==> src/rtl/m68k_bus_responder.sv <==
// m68k_bus_responder
//   68000-bus target: answers the asynchronous AS/UDS/LDS/RnW/DTACK handshake
//   for a 32-byte window at BASE_ADDR. It serves sixteen 16-bit mailbox
//   registers to any bus master. A host port reads and writes the same
//   registers from the Pi side.
//
// Optional feature: define MB_DOORBELL_IRQ_EN to add the irq_req output.
//   A bus write to idx 15 sets irq_req. A host write to idx 15 clears it.
//
// Ports
//   sys_clk, sys_rst          clock; synchronous active-high reset
//   nAS_IN/nUDS_IN/nLDS_IN    asynchronous bus strobes (active low)
//   RnW_IN                    asynchronous direction (1 = read)
//   A_IN[23:1], FC_IN, D_IN   address, function code, write data from the bus
//   D_OUT, D_OE               read data and per-bit output enable (lane gated)
//   nDTACK_OUT, nDTACK_OE     open-drain DTACK: OE=1 pulls the line low
//   host_addr/wdata/we        host register write (single-cycle strobe)
//   host_rdata                host read data, one cycle of latency
//   bus_wr_evt, bus_wr_idx    pulse and index after each bus write commits
//   busy                      FSM not idle
//   irq_req                   doorbell request (MB_DOORBELL_IRQ_EN only)
module m68k_bus_responder #(
    parameter logic [23:0] BASE_ADDR   = 24'hE90000,
    parameter int unsigned DTACK_DELAY = 4,
    parameter int unsigned SYNC_STAGES = 2
) (
    input  logic        sys_clk,
    input  logic        sys_rst,
    input  logic        nAS_IN,
    input  logic        nUDS_IN,
    input  logic        nLDS_IN,
    input  logic        RnW_IN,
    input  logic [23:1] A_IN,
    input  logic [2:0]  FC_IN,
    input  logic [15:0] D_IN,
    output logic [15:0] D_OUT,
    output logic [15:0] D_OE,
    output logic        nDTACK_OUT,
    output logic        nDTACK_OE,
    input  logic [3:0]  host_addr,
    input  logic [15:0] host_wdata,
    input  logic        host_we,
    output logic [15:0] host_rdata,
    output logic        bus_wr_evt,
    output logic [3:0]  bus_wr_idx,
    output logic        busy
`ifdef MB_DOORBELL_IRQ_EN
    ,
    output logic        irq_req
`endif
);

    localparam logic [3:0] DELAY = DTACK_DELAY[3:0];

    typedef enum logic [2:0] {
        S_IDLE,
        S_DECODE,
        S_WAIT,
        S_ACK,
        S_RELEASE
    } state_t;

    state_t state, state_n;

    // Strobe synchronisers. They reset to the negated level, so a reset in
    // mid-cycle never looks like a fresh strobe.
    logic [SYNC_STAGES-1:0] as_sync, uds_sync, lds_sync, rnw_sync;
    logic [15:0] d_p1, d_p2;

    always_ff @(posedge sys_clk) begin
        if (sys_rst) begin
            as_sync  <= '1;
            uds_sync <= '1;
            lds_sync <= '1;
            rnw_sync <= '1;
            d_p1     <= '0;
            d_p2     <= '0;
        end else begin
            as_sync  <= {as_sync[SYNC_STAGES-2:0],  nAS_IN};
            uds_sync <= {uds_sync[SYNC_STAGES-2:0], nUDS_IN};
            lds_sync <= {lds_sync[SYNC_STAGES-2:0], nLDS_IN};
            rnw_sync <= {rnw_sync[SYNC_STAGES-2:0], RnW_IN};
            d_p1     <= D_IN;
            d_p2     <= d_p1;
        end
    end

    logic as_act, uds_act, lds_act, ds_any, rnw_s;
    assign as_act  = ~as_sync[SYNC_STAGES-1];
    assign uds_act = ~uds_sync[SYNC_STAGES-1];
    assign lds_act = ~lds_sync[SYNC_STAGES-1];
    assign ds_any  = uds_act | lds_act;
    assign rnw_s   = rnw_sync[SYNC_STAGES-1];

    // The address and FC lines are stable once AS is seen, so they are read directly.
    logic addr_match;
    assign addr_match = as_act && (A_IN[23:5] == BASE_ADDR[23:5]) && (FC_IN != 3'b111);

    logic [3:0]  cnt;
    logic [3:0]  idx_q;
    logic        rnw_q;
    logic [1:0]  lanes_q;
    logic        commit;
    logic [15:0] regs [0:15];

    always_ff @(posedge sys_clk) begin
        if (sys_rst) state <= S_IDLE;
        else         state <= state_n;
    end

    // The counter also decrements in DECODE. For that reason WAIT treats
    // cnt<=1 as expiry: ACK is then entered DTACK_DELAY edges after DECODE
    // is entered (the minimum is 2, because of the DECODE->WAIT hop).
    always_comb begin
        state_n = state;
        commit  = 1'b0;
        case (state)
            S_IDLE:    if (addr_match) state_n = S_DECODE;
            S_DECODE:  state_n = as_act ? S_WAIT : S_RELEASE;
            S_WAIT: begin
                if (!as_act) begin
                    state_n = S_RELEASE;          // aborted cycle, nothing committed
                end else if ((cnt <= 4'd1) && ds_any) begin
                    state_n = S_ACK;
                    commit  = ~rnw_q;
                end
            end
            S_ACK:     if (!as_act) state_n = S_RELEASE;
            S_RELEASE: state_n = S_IDLE;
            default:   state_n = S_IDLE;
        endcase
    end

    always_ff @(posedge sys_clk) begin
        if (sys_rst) begin
            cnt     <= '0;
            idx_q   <= '0;
            rnw_q   <= 1'b1;
            lanes_q <= '0;
        end else begin
            if (state == S_IDLE && state_n == S_DECODE)
                cnt <= DELAY;
            else if ((state == S_DECODE || state == S_WAIT) && cnt != 4'd0)
                cnt <= cnt - 4'd1;
            if (state == S_DECODE) begin
                idx_q <= A_IN[4:1];
                rnw_q <= rnw_s;
            end
            // Lanes seen at the ACK edge keep driving until release.
            if (state == S_WAIT)
                lanes_q <= {uds_act, lds_act};
        end
    end

    // Register file. The host write goes first. A bus commit to the same
    // index then overrides only the lanes it strobed.
    always_ff @(posedge sys_clk) begin
        if (sys_rst) begin
            for (int i = 0; i < 16; i++) regs[i] <= '0;
            host_rdata <= '0;
            bus_wr_evt <= 1'b0;
            bus_wr_idx <= '0;
        end else begin
            if (host_we) regs[host_addr] <= host_wdata;
            if (commit) begin
                if (uds_act) regs[idx_q][15:8] <= d_p2[15:8];
                if (lds_act) regs[idx_q][7:0]  <= d_p2[7:0];
                bus_wr_idx <= idx_q;
            end
            host_rdata <= regs[host_addr];
            bus_wr_evt <= commit;
        end
    end

`ifdef MB_DOORBELL_IRQ_EN
    logic host_ring, bus_ring;
    assign host_ring = host_we && (host_addr == 4'hF);
    assign bus_ring  = commit && (idx_q == 4'hF);

    // A same-cycle bus set beats the host clear, unless the host writes bit0=1.
    always_ff @(posedge sys_clk) begin
        if (sys_rst)
            irq_req <= 1'b0;
        else if (bus_ring && !(host_ring && host_wdata[0]))
            irq_req <= 1'b1;
        else if (host_ring)
            irq_req <= 1'b0;
    end
`endif

    // Bus-facing outputs are decoded from registered state, so they cannot glitch.
    always_comb begin
        D_OUT = '0;
        D_OE  = '0;
        if (rnw_q && (state == S_WAIT || state == S_ACK))
            D_OUT = regs[idx_q];
        if (rnw_q && state == S_WAIT)
            D_OE = {{8{uds_act}}, {8{lds_act}}};
        else if (rnw_q && state == S_ACK)
            D_OE = {{8{lanes_q[1]}}, {8{lanes_q[0]}}};
    end

    assign nDTACK_OUT = 1'b0;
    assign nDTACK_OE  = (state == S_ACK);
    assign busy       = (state != S_IDLE);

endmodule

==> config.mk <==
export PLATFORM = sky130hd
export DESIGN_NAME = m68k_bus_responder
export DESIGN_NICKNAME = d
export VERILOG_FILES = /design/src/rtl/m68k_bus_responder.sv
export SDC_FILE = /design/constraint.sdc
export NUM_CORES = 1
export LEC_CHECK = 0
export ABC_CLOCK_PERIOD_IN_PS = 3020
export CAP_MARGIN = 30
export CORE_MARGIN = 2
export CORE_UTILIZATION = 50
export CTS_CLUSTER_DIAMETER = 50
export CTS_CLUSTER_SIZE = 14
export DETAILED_ROUTE_END_ITERATION = 10
export PLACE_DENSITY = 0.66
export SETUP_SLACK_MARGIN = 0.05
export SLEW_MARGIN = 5
export SYNTH_ARGS = -nofsm -noshare
export SYNTH_HDL_FRONTEND = slang
export SYNTH_SLANG_ARGS = --single-unit
export TNS_END_PERCENT = 30
==> constraint.sdc <==
create_clock -name sys_clk -period 3.02 [get_ports sys_clk]
set_input_delay 0.302 -clock sys_clk [delete_from_list [all_inputs] [get_ports sys_clk]]
set_output_delay 0.302 -clock sys_clk [all_outputs]
set_load 0.02 [all_outputs]
==> results of run 1 <==
[worst paths after layout]
kind               start            end
min reg2reg  rnw_sync[0]    rnw_sync[1]
max             register       D_OUT[2]
max reg2reg        rnw_q     regs[1][0]
min              sys_rst  bus_wr_idx[2]
[state kept, by name (all words and copies together) (netlist names), named ones only]
signal / cells
state: 3
host_rdata: 16
d_p2: 16
cnt: 4
bus_wr_evt: 1
idx_q: 4
bus_wr_idx: 4
as_sync: 2
rnw_sync: 2
rnw_q: 1
regs: 256
uds_sync: 2
lds_sync: 2
lanes_q: 2
d_p1: 16
[Yosys cell counts, types with 8 or more instances]
cell                       number
sky130_fd_sc_hd__a22oi_1       32
sky130_fd_sc_hd__and2_0        12
sky130_fd_sc_hd__and2_1        19
sky130_fd_sc_hd__buf_1         32
sky130_fd_sc_hd__buf_2         73
sky130_fd_sc_hd__buf_4         15
sky130_fd_sc_hd__clkbuf_1     132
sky130_fd_sc_hd__dfxtp_1       79
sky130_fd_sc_hd__edfxtp_1     256
sky130_fd_sc_hd__inv_1         37
sky130_fd_sc_hd__mux2_2        64
sky130_fd_sc_hd__mux2i_1        8
sky130_fd_sc_hd__mux4_2        96
sky130_fd_sc_hd__nand2_1      245
sky130_fd_sc_hd__nand3_1      273
sky130_fd_sc_hd__nor2_1        32
sky130_fd_sc_hd__nor2b_1       40
sky130_fd_sc_hd__o21ai_0      255
sky130_fd_sc_hd__o221ai_1      16
sky130_fd_sc_hd__o22ai_1       32
sky130_fd_sc_hd__o31ai_1       16
sky130_fd_sc_hd__or2_2         13
sky130_fd_sc_hd__or3_1         30
[power by group]
part | internal (mW) | switching, mW | total, mW | leakage [nW]
registers | 5.20 | 0.192 | 5.39 | 3.12
logic | 0.417 | 0.505 | 0.922 | 3.76
clock network | 2.72 | 1.95 | 4.67 | 0.628
total | 8.34 | 2.64 | 11.0 | 7.50
[worst reg2reg max path: cells and delay by family (launching register included)]
kind / cells / cell delay, ns
buffers and inverters: 1 / 0.24
DFF: 1 / 0.35
and+or+nand+nor: 4 / 1.69
[cell type report]
type | instances | area [µm²] | share of cell area, %
Sequential cell | 335 | 9270 | 41.2
Multi-Input combinational cell | 1272 | 8920 | 39.6
Timing Repair Buffer | 243 | 2270 | 10.1
Clock buffer | 47 | 1070 | 4.75
Tap cell | 518 | 648 | 2.88
Clock inverter | 21 | 199 | 0.884
Inverter | 37 | 139 | 0.617
Antenna cell | 1 | 2.50 | 0.0111
[metal layers]
metal  vias to the layer above  part of all wire (%)  track usage [%]
li1                       7022                     -                -
met1                      7755                    38             41.3
met2                      1125                    46             49.5
met3                       167                    13             7.29
met4                         0                   3.1             9.23
met5                         -                     0                0
[what timing repair did]
item / CTS / global route
gates cloned: 1 / 0
resized for setup: 10 / 12
setup endpoints to repair: 24 / 19
pin swaps: 1 / 0
endpoints found under the hold margin: 0 / 0
buffers inserted: 1 / 0
[through the flow]
stage                     setup WS, ns  power (mW)   TNS (ns)  instances  hold WS, ns
after global routing            0.0643        11.2          0       2473        0.328
after floorplan                  0.618        5.94          0       1896        0.389
after detailed placement         0.240        6.38          0       2403        0.393
final                            0.106        11.0          0       2474        0.316
after global placement           0.249        6.35          0       2402        0.397
after CTS                    -0.000964        11.0  -0.000964       2473        0.314
[logic make-up (layout without fill, tap and decap cells)]
kind of cell | Yosys count | count (layout) | share of synthesized area (%)
AND/OR/NAND/NOR | 723 | 723 | 19.0
flip-flops | 335 | 335 | 47.9
buffers and inverters | 289 | 348 | 6.37
multiplexers | 168 | 168 | 15.3
AO/OA/AOI/OAI | 374 | 374 | 11.1
other | 1 | 2 | 0.0194
XOR/XNOR | 3 | 3 | 0.136
adder cells (fa/ha/maj) | 3 | 3 | 0.194
==> metrics.txt, run 1 <==
# TYPE chip_impl_metric gauge
chip_impl_metric{name="via_count_of_the_first_global_routing_pass",unit=""} 15511
chip_impl_info{name="run_status",value="completed"} 1
chip_impl_metric{name="syn_area_per_cell",unit="µm²"} 10.2
chip_impl_metric{name="io_pins",unit=""} 125
chip_impl_metric{name="largest_net_degree_at_the_start_of_global_routing",unit=""} 98
chip_impl_metric{name="placement.io_buffers",unit=""} 123
chip_impl_metric{name="max_cap_violations",unit=""} 0
chip_impl_info{name="cts_tree",value="built"} 1
chip_impl_info{name="layout.cells.most_common",value="sky130_fd_sc_hd__nand3_1"} 1
chip_impl_metric{name="core_area",unit="µm²"} 38500
chip_impl_info{name="clock_tree.root_cell",value="sky130_fd_sc_hd__clkbuf_16"} 1
chip_impl_info{name="ys_dominant_reg_cell",value="sky130_fd_sc_hd__edfxtp_1"} 1
chip_impl_metric{name="netlist_instances",unit=""} 1896
chip_impl_info{name="layout.cells.most_common_list",value="sky130_fd_sc_hd__nand3_1 (273), sky130_fd_sc_hd__edfxtp_1 (256), sky130_fd_sc_hd__o21ai_0 (255)"} 1
chip_impl_info{name="critPathSlowestCell",value="sky130_fd_sc_hd__clkdlybuf4s50_1"} 1
chip_impl_info{name="critical_path.top_delay_family",value="buffers and inverters"} 1
chip_impl_metric{name="peak_per_stage_delay_on_the_critical_path",unit="ns"} 0.57
chip_impl_metric{name="die_h",unit="µm"} 201
chip_impl_metric{name="numClockSinks",unit=""} 335
chip_impl_metric{name="report.final.hold_viol_count",unit=""} 0
chip_impl_metric{name="hold_path_depth",unit=""} 3
chip_impl_metric{name="critical_path.n_buffers_inverters",unit=""} 2
chip_impl_metric{name="setup_slack_of_the_most_critical_reg_to_reg_path",unit="ns"} 0.40
chip_impl_metric{name="detail_route.drc_violations",unit=""} 0
chip_impl_metric{name="fill_cells",unit=""} 3194
chip_impl_metric{name="critical_path_cell_count",unit=""} 5
chip_impl_metric{name="yosys_cell_types",unit=""} 57
chip_impl_metric{name="portion_of_synthesized_cell_area_occupied_by_the_leading_cell_type",unit="%"} 39.7
chip_impl_info{name="min_path_type",value="in -> reg"} 1
chip_impl_metric{name="cell_area_after_placement",unit="µm²"} 21200
chip_impl_metric{name="fraction_of_layout_instances_using_a_drive_strength_above_1",unit="%"} 20.0
chip_impl_metric{name="cellPowerDensity",unit="nW/µm²"} 488
chip_impl_metric{name="number_of_buffers_created_by_cts",unit=""} 37
chip_impl_metric{name="register_bit_count_reported_by_yosys",unit=""} 335
chip_impl_metric{name="area_growth_syn_to_layout",unit="%"} 16.3
chip_impl_metric{name="setup_viol",unit=""} 0
chip_impl_metric{name="antenna_violations_before_repair",unit=""} 1
chip_impl_metric{name="tightestPinTransition",unit="ns"} 1.06
chip_impl_metric{name="slew_headroom",unit="%"} 29.4
chip_impl_metric{name="max_clock_freq",unit="MHz"} 343
chip_impl_metric{name="synth-async-reset-ratio",unit="%"} 0
chip_impl_info{name="timing.critical_path.from_type",value="register"} 1
chip_impl_metric{name="detail-route-antenna-nets",unit=""} 0
chip_impl_metric{name="timing.final.max_slew_violations",unit=""} 0
chip_impl_metric{name="track_usage",unit="%"} 30.6
chip_impl_metric{name="period_share",unit="%"} 96.5
chip_impl_metric{name="post_drt_wl_per_cell",unit="µm"} 25.3
chip_impl_metric{name="worst-endpoint-arrival",unit="ns"} 2.61
chip_impl_metric{name="synthesis.area",unit="µm²"} 19400
chip_impl_metric{name="place.detailed.hpwl",unit="µm"} 43600
chip_impl_info{name="critical_path.cell_chain",value="buf_16 > mux4_2 > a22oi_1 > o221ai_1 > clkdlybuf4s50_1"} 1
chip_impl_metric{name="grt_first_pass_wirelength",unit="µm"} 93900
chip_impl_metric{name="post_cts_hold_buffer_count",unit=""} 0
chip_impl_metric{name="grt.overflow.total",unit=""} 0
chip_impl_metric{name="finalWorstPathRequiredPeriod",unit="ns"} 2.91
chip_impl_metric{name="routed_wirelength",unit="µm"} 62500
chip_impl_metric{name="fin_area",unit="µm²"} 22500
chip_impl_metric{name="cts_buffer_depth",unit=""} 3
chip_impl_metric{name="crit_fanout",unit=""} 19
chip_impl_metric{name="worst_ir_drop_vdd",unit="µV"} 313
chip_impl_info{name="critPathKind",value="reg -> out"} 1
chip_impl_info{name="unrepaired_setup_endpoints_after_global_routing",value="false"} 1
chip_impl_metric{name="gp_congestion",unit=""} 0.895
chip_impl_info{name="endpoint_kind",value="output port"} 1
chip_impl_metric{name="route.vias.total",unit=""} 16069
chip_impl_info{name="synth.top_cells.by_area",value="sky130_fd_sc_hd__edfxtp_1 (40%), sky130_fd_sc_hd__mux4_2 (11%), sky130_fd_sc_hd__dfxtp_1 (8.2%)"} 1
chip_impl_metric{name="clock_insertion_delay_worst_skew",unit="ns"} 0.53
chip_impl_metric{name="die_width",unit="µm"} 201
chip_impl_info{name="post-synth-top-area-cell",value="sky130_fd_sc_hd__edfxtp_1"} 1
chip_impl_metric{name="first_pass_iters",unit=""} 6
chip_impl_metric{name="synth_fp_nets",unit=""} 1968
chip_impl_metric{name="finish.utilization",unit="%"} 58.5
chip_impl_metric{name="htree_num_levels",unit=""} 2
chip_impl_metric{name="ys_warn_count",unit=""} 0
chip_impl_metric{name="worst_ep_required_time",unit="ns"} 2.72
chip_impl_metric{name="final.setup_skew",unit="ns"} 0.00996
chip_impl_metric{name="initialDrtViolationCount",unit=""} 1992
chip_impl_metric{name="vias_per_cell",unit=""} 6.50
chip_impl_metric{name="effective_utilization_at_floorplan",unit="%"} 50.3
chip_impl_metric{name="synth_seq_area_share",unit="%"} 47.9
chip_impl_metric{name="clk_pin_slew_worst_paths",unit="ns"} 0.06
chip_impl_metric{name="number_of_enable_flip_flop_cells_after_synthesis",unit=""} 256
chip_impl_metric{name="timing.reg2reg.worst_path_depth",unit=""} 5
chip_impl_metric{name="power.leakage",unit="nW"} 7.50
chip_impl_metric{name="design.die.area",unit="µm²"} 40300
chip_impl_metric{name="number_of_nets_in_the_finished_design",unit=""} 1998
chip_impl_metric{name="rows",unit=""} 72
Note: power is estimated with default switching activity, not from simulation.
==> run 2, diff against run 1 <==
--- a/config.mk
+++ b/config.mk
@@ -5,9 +5,8 @@
 export SDC_FILE = /design/constraint.sdc
 export NUM_CORES = 1
 export LEC_CHECK = 0
-export ABC_CLOCK_PERIOD_IN_PS = 3020
+export ABC_CLOCK_PERIOD_IN_PS = 3100
 export CAP_MARGIN = 30
-export CORE_MARGIN = 2
 export CORE_UTILIZATION = 50
 export CTS_CLUSTER_DIAMETER = 50
 export CTS_CLUSTER_SIZE = 14
==> constraint.sdc (replaced) <==
create_clock -name sys_clk -period 3.1 [get_ports sys_clk]
set_input_delay 0.31 -clock sys_clk [delete_from_list [all_inputs] [get_ports sys_clk]]
set_output_delay 0.31 -clock sys_clk [all_outputs]
set_load 0.02 [all_outputs]
==> metrics.txt, run 2 (synthesis results as in run 1) <==
# TYPE chip_impl_metric gauge
chip_impl_metric{name="power.leakage",unit="nW"} 7.27
chip_impl_metric{name="first_pass_iters",unit=""} 7
chip_impl_metric{name="io_pins",unit=""} 125
chip_impl_info{name="worst_r2r_src",value="idx_q[0]"} 1
chip_impl_metric{name="cellPowerDensity",unit="nW/µm²"} 471
chip_impl_metric{name="gp_congestion",unit=""} 0.938
chip_impl_metric{name="placement.io_buffers",unit=""} 123
chip_impl_metric{name="effective_utilization_at_floorplan",unit="%"} 51.2
chip_impl_info{name="critPathKind",value="reg -> out"} 1
chip_impl_metric{name="grt.overflow.total",unit=""} 0
chip_impl_metric{name="place.detailed.hpwl",unit="µm"} 43400
chip_impl_metric{name="finish.utilization",unit="%"} 58.8
chip_impl_info{name="clock_tree.root_cell",value="sky130_fd_sc_hd__clkbuf_16"} 1
chip_impl_metric{name="clock_insertion_delay_worst_skew",unit="ns"} 0.54
chip_impl_metric{name="flip_flop_count_of_the_largest_register_after_layout",unit=""} 256
chip_impl_metric{name="largest_net_degree_at_the_start_of_global_routing",unit=""} 94
chip_impl_metric{name="design.die.area",unit="µm²"} 39500
chip_impl_metric{name="setup_slack_of_the_most_critical_reg_to_reg_path",unit="ns"} 0.29
chip_impl_metric{name="cell_internal_pwr",unit="mW"} 7.91
chip_impl_metric{name="tightestPinTransition",unit="ns"} 1.06
chip_impl_metric{name="cell_area_after_placement",unit="µm²"} 21000
chip_impl_info{name="min-delay-start",value="D_IN[7]"} 1
chip_impl_metric{name="worst_ep_required_time",unit="ns"} 2.79
chip_impl_metric{name="max_clock_freq",unit="MHz"} 346
chip_impl_info{name="endpoint_kind",value="output port"} 1
chip_impl_metric{name="report.final.hold_viol_count",unit=""} 0
chip_impl_metric{name="worst-endpoint-arrival",unit="ns"} 2.58
chip_impl_metric{name="fill_cells",unit=""} 3096
chip_impl_metric{name="cts_buffer_depth",unit=""} 3
chip_impl_metric{name="share_seq_of_total_power",unit="%"} 50.3
chip_impl_info{name="min_path_type",value="in -> reg"} 1
chip_impl_metric{name="total_switching_power",unit="mW"} 2.56
chip_impl_info{name="largest-register",value="regs"} 1
chip_impl_metric{name="period_share",unit="%"} 93.1
chip_impl_metric{name="detail-route-antenna-nets",unit=""} 0
chip_impl_metric{name="die_h",unit="µm"} 199
chip_impl_info{name="layout.cells.most_common_list",value="sky130_fd_sc_hd__nand3_1 (273), sky130_fd_sc_hd__edfxtp_1 (256), sky130_fd_sc_hd__o21ai_0 (255)"} 1
chip_impl_metric{name="die_width",unit="µm"} 199
chip_impl_metric{name="finalWorstPathRequiredPeriod",unit="ns"} 2.89
chip_impl_metric{name="detail_route.drc_violations",unit=""} 0
chip_impl_metric{name="route.vias.total",unit=""} 16148
chip_impl_metric{name="peak_per_stage_delay_on_the_critical_path",unit="ns"} 0.71
chip_impl_metric{name="fraction_of_layout_instances_using_a_drive_strength_above_1",unit="%"} 19.3
chip_impl_info{name="unrepaired_setup_endpoints_after_global_routing",value="false"} 1
chip_impl_metric{name="via_count_of_the_first_global_routing_pass",unit=""} 14960
chip_impl_metric{name="fin_area",unit="µm²"} 22300
chip_impl_metric{name="clk_pin_slew_worst_paths",unit="ns"} 0.07
chip_impl_metric{name="antenna_violations_before_repair",unit=""} 2
chip_impl_metric{name="crit_fanout",unit=""} 8
chip_impl_metric{name="clkPwrFrac",unit="%"} 41.1
chip_impl_metric{name="vias_per_cell",unit=""} 6.59
chip_impl_metric{name="setup_viol",unit=""} 0
chip_impl_info{name="timing.critical_path.from_type",value="register"} 1
chip_impl_metric{name="slew_headroom",unit="%"} 29.3
chip_impl_metric{name="swShare",unit="%"} 24.5
chip_impl_metric{name="rows",unit=""} 71
chip_impl_info{name="run_status",value="completed"} 1
chip_impl_metric{name="initialDrtViolationCount",unit=""} 2173
chip_impl_metric{name="number_of_buffers_created_by_cts",unit=""} 37
chip_impl_metric{name="worst_ir_drop_vdd",unit="µV"} 308
chip_impl_metric{name="htree_num_levels",unit=""} 2
chip_impl_metric{name="numClockSinks",unit=""} 335
chip_impl_metric{name="area_growth_syn_to_layout",unit="%"} 15.0
chip_impl_metric{name="fin_tns_setup",unit="ns"} 0
chip_impl_metric{name="post_cts_hold_buffer_count",unit=""} 0
chip_impl_metric{name="number_of_nets_in_the_finished_design",unit=""} 1982
chip_impl_info{name="cts_tree",value="built"} 1
chip_impl_metric{name="timing.final.max_slew_violations",unit=""} 0
chip_impl_metric{name="final.setup_skew",unit="ns"} 0.0180
chip_impl_info{name="layout.cells.most_common",value="sky130_fd_sc_hd__nand3_1"} 1
chip_impl_metric{name="post_drt_wl_per_cell",unit="µm"} 25.3
chip_impl_metric{name="grt_first_pass_wirelength",unit="µm"} 92500
chip_impl_metric{name="overall_power_of_the_completed_layout",unit="mW"} 10.5
chip_impl_metric{name="routed_wirelength",unit="µm"} 61900
chip_impl_info{name="critical_path.cell_chain",value="nand3b_1 > buf_4 > nor2_1 > clkdlybuf4s50_1"} 1
chip_impl_metric{name="max_cap_violations",unit=""} 0
chip_impl_metric{name="core_area",unit="µm²"} 37800
chip_impl_metric{name="power.combinational.fraction",unit="%"} 8.5
chip_impl_metric{name="track_usage",unit="%"} 31.8
chip_impl_info{name="crit_path_start",value="rnw_q"} 1
chip_impl_info{name="critPathSlowestCell",value="sky130_fd_sc_hd__clkdlybuf4s50_1"} 1
run 2: stage by stage:
stage	instances	setup slack, ns	hold slack, ns
after global routing	2450	0.0820	0.319
after global placement	2379	0.434	0.394
after floorplan	1896	0.698	0.389
after CTS	2449	0.0591	0.305
after detailed placement	2379	0.402	0.393
final	2452	0.214	0.318
run 2: final cells by class:
class	instances	area, µm²	area share (%)
multi-input combinational	1272	8910	40.0
antenna	2	5.00	0.0225
inverter	37	139	0.624
clock buffer	46	1010	4.55
timing repair buffer	227	2100	9.43
sequential	335	9270	41.7
clock inverter	22	176	0.793
tap	511	639	2.87
run 2: critical path: cells and delay by family, from the launching register on:
kind                   cells  cell delay, ns
buffers and inverters      2            0.98
and+or+nand+nor            2            0.65
DFF                        1            0.41
run 2: worst paths after layout:
check,end,cells past startpoint
min reg2reg,rnw_sync[1],1
max,D_OE[15],4
max reg2reg,regs[2][7],4
min,d_p1[7],2
run 2: per-layer routing:
metal / global-route usage [%] / part of all wire [%]
met4: 10.6 / 3.1
met3: 7.71 / 15
met2: 47.2 / 43
met1: 45.6 / 39
met5: 0 / 0
run 2: timing repair:
action                                 in CTS  in global routing
buffers inserted                            2                  0
endpoints found under the hold margin       0                  0
setup endpoints to repair                  16                 15
resized for setup                          10                  8
pin swaps                                   0                  1
cloned                                      0                  0
run 2: power groups by stage:
| stage | clock (mW) | sequential [mW] | combinational, mW |
|---|---|---|---|
| global placement | 0 | 5.34 | 0.859 |
| finish | 4.31 | 5.27 | 0.895 |
| global route | 4.50 | 5.29 | 0.935 |
| floorplan | 0 | 5.25 | 0.542 |
| CTS | 4.34 | 5.26 | 0.873 |
| detailed placement | 0 | 5.35 | 0.869 |
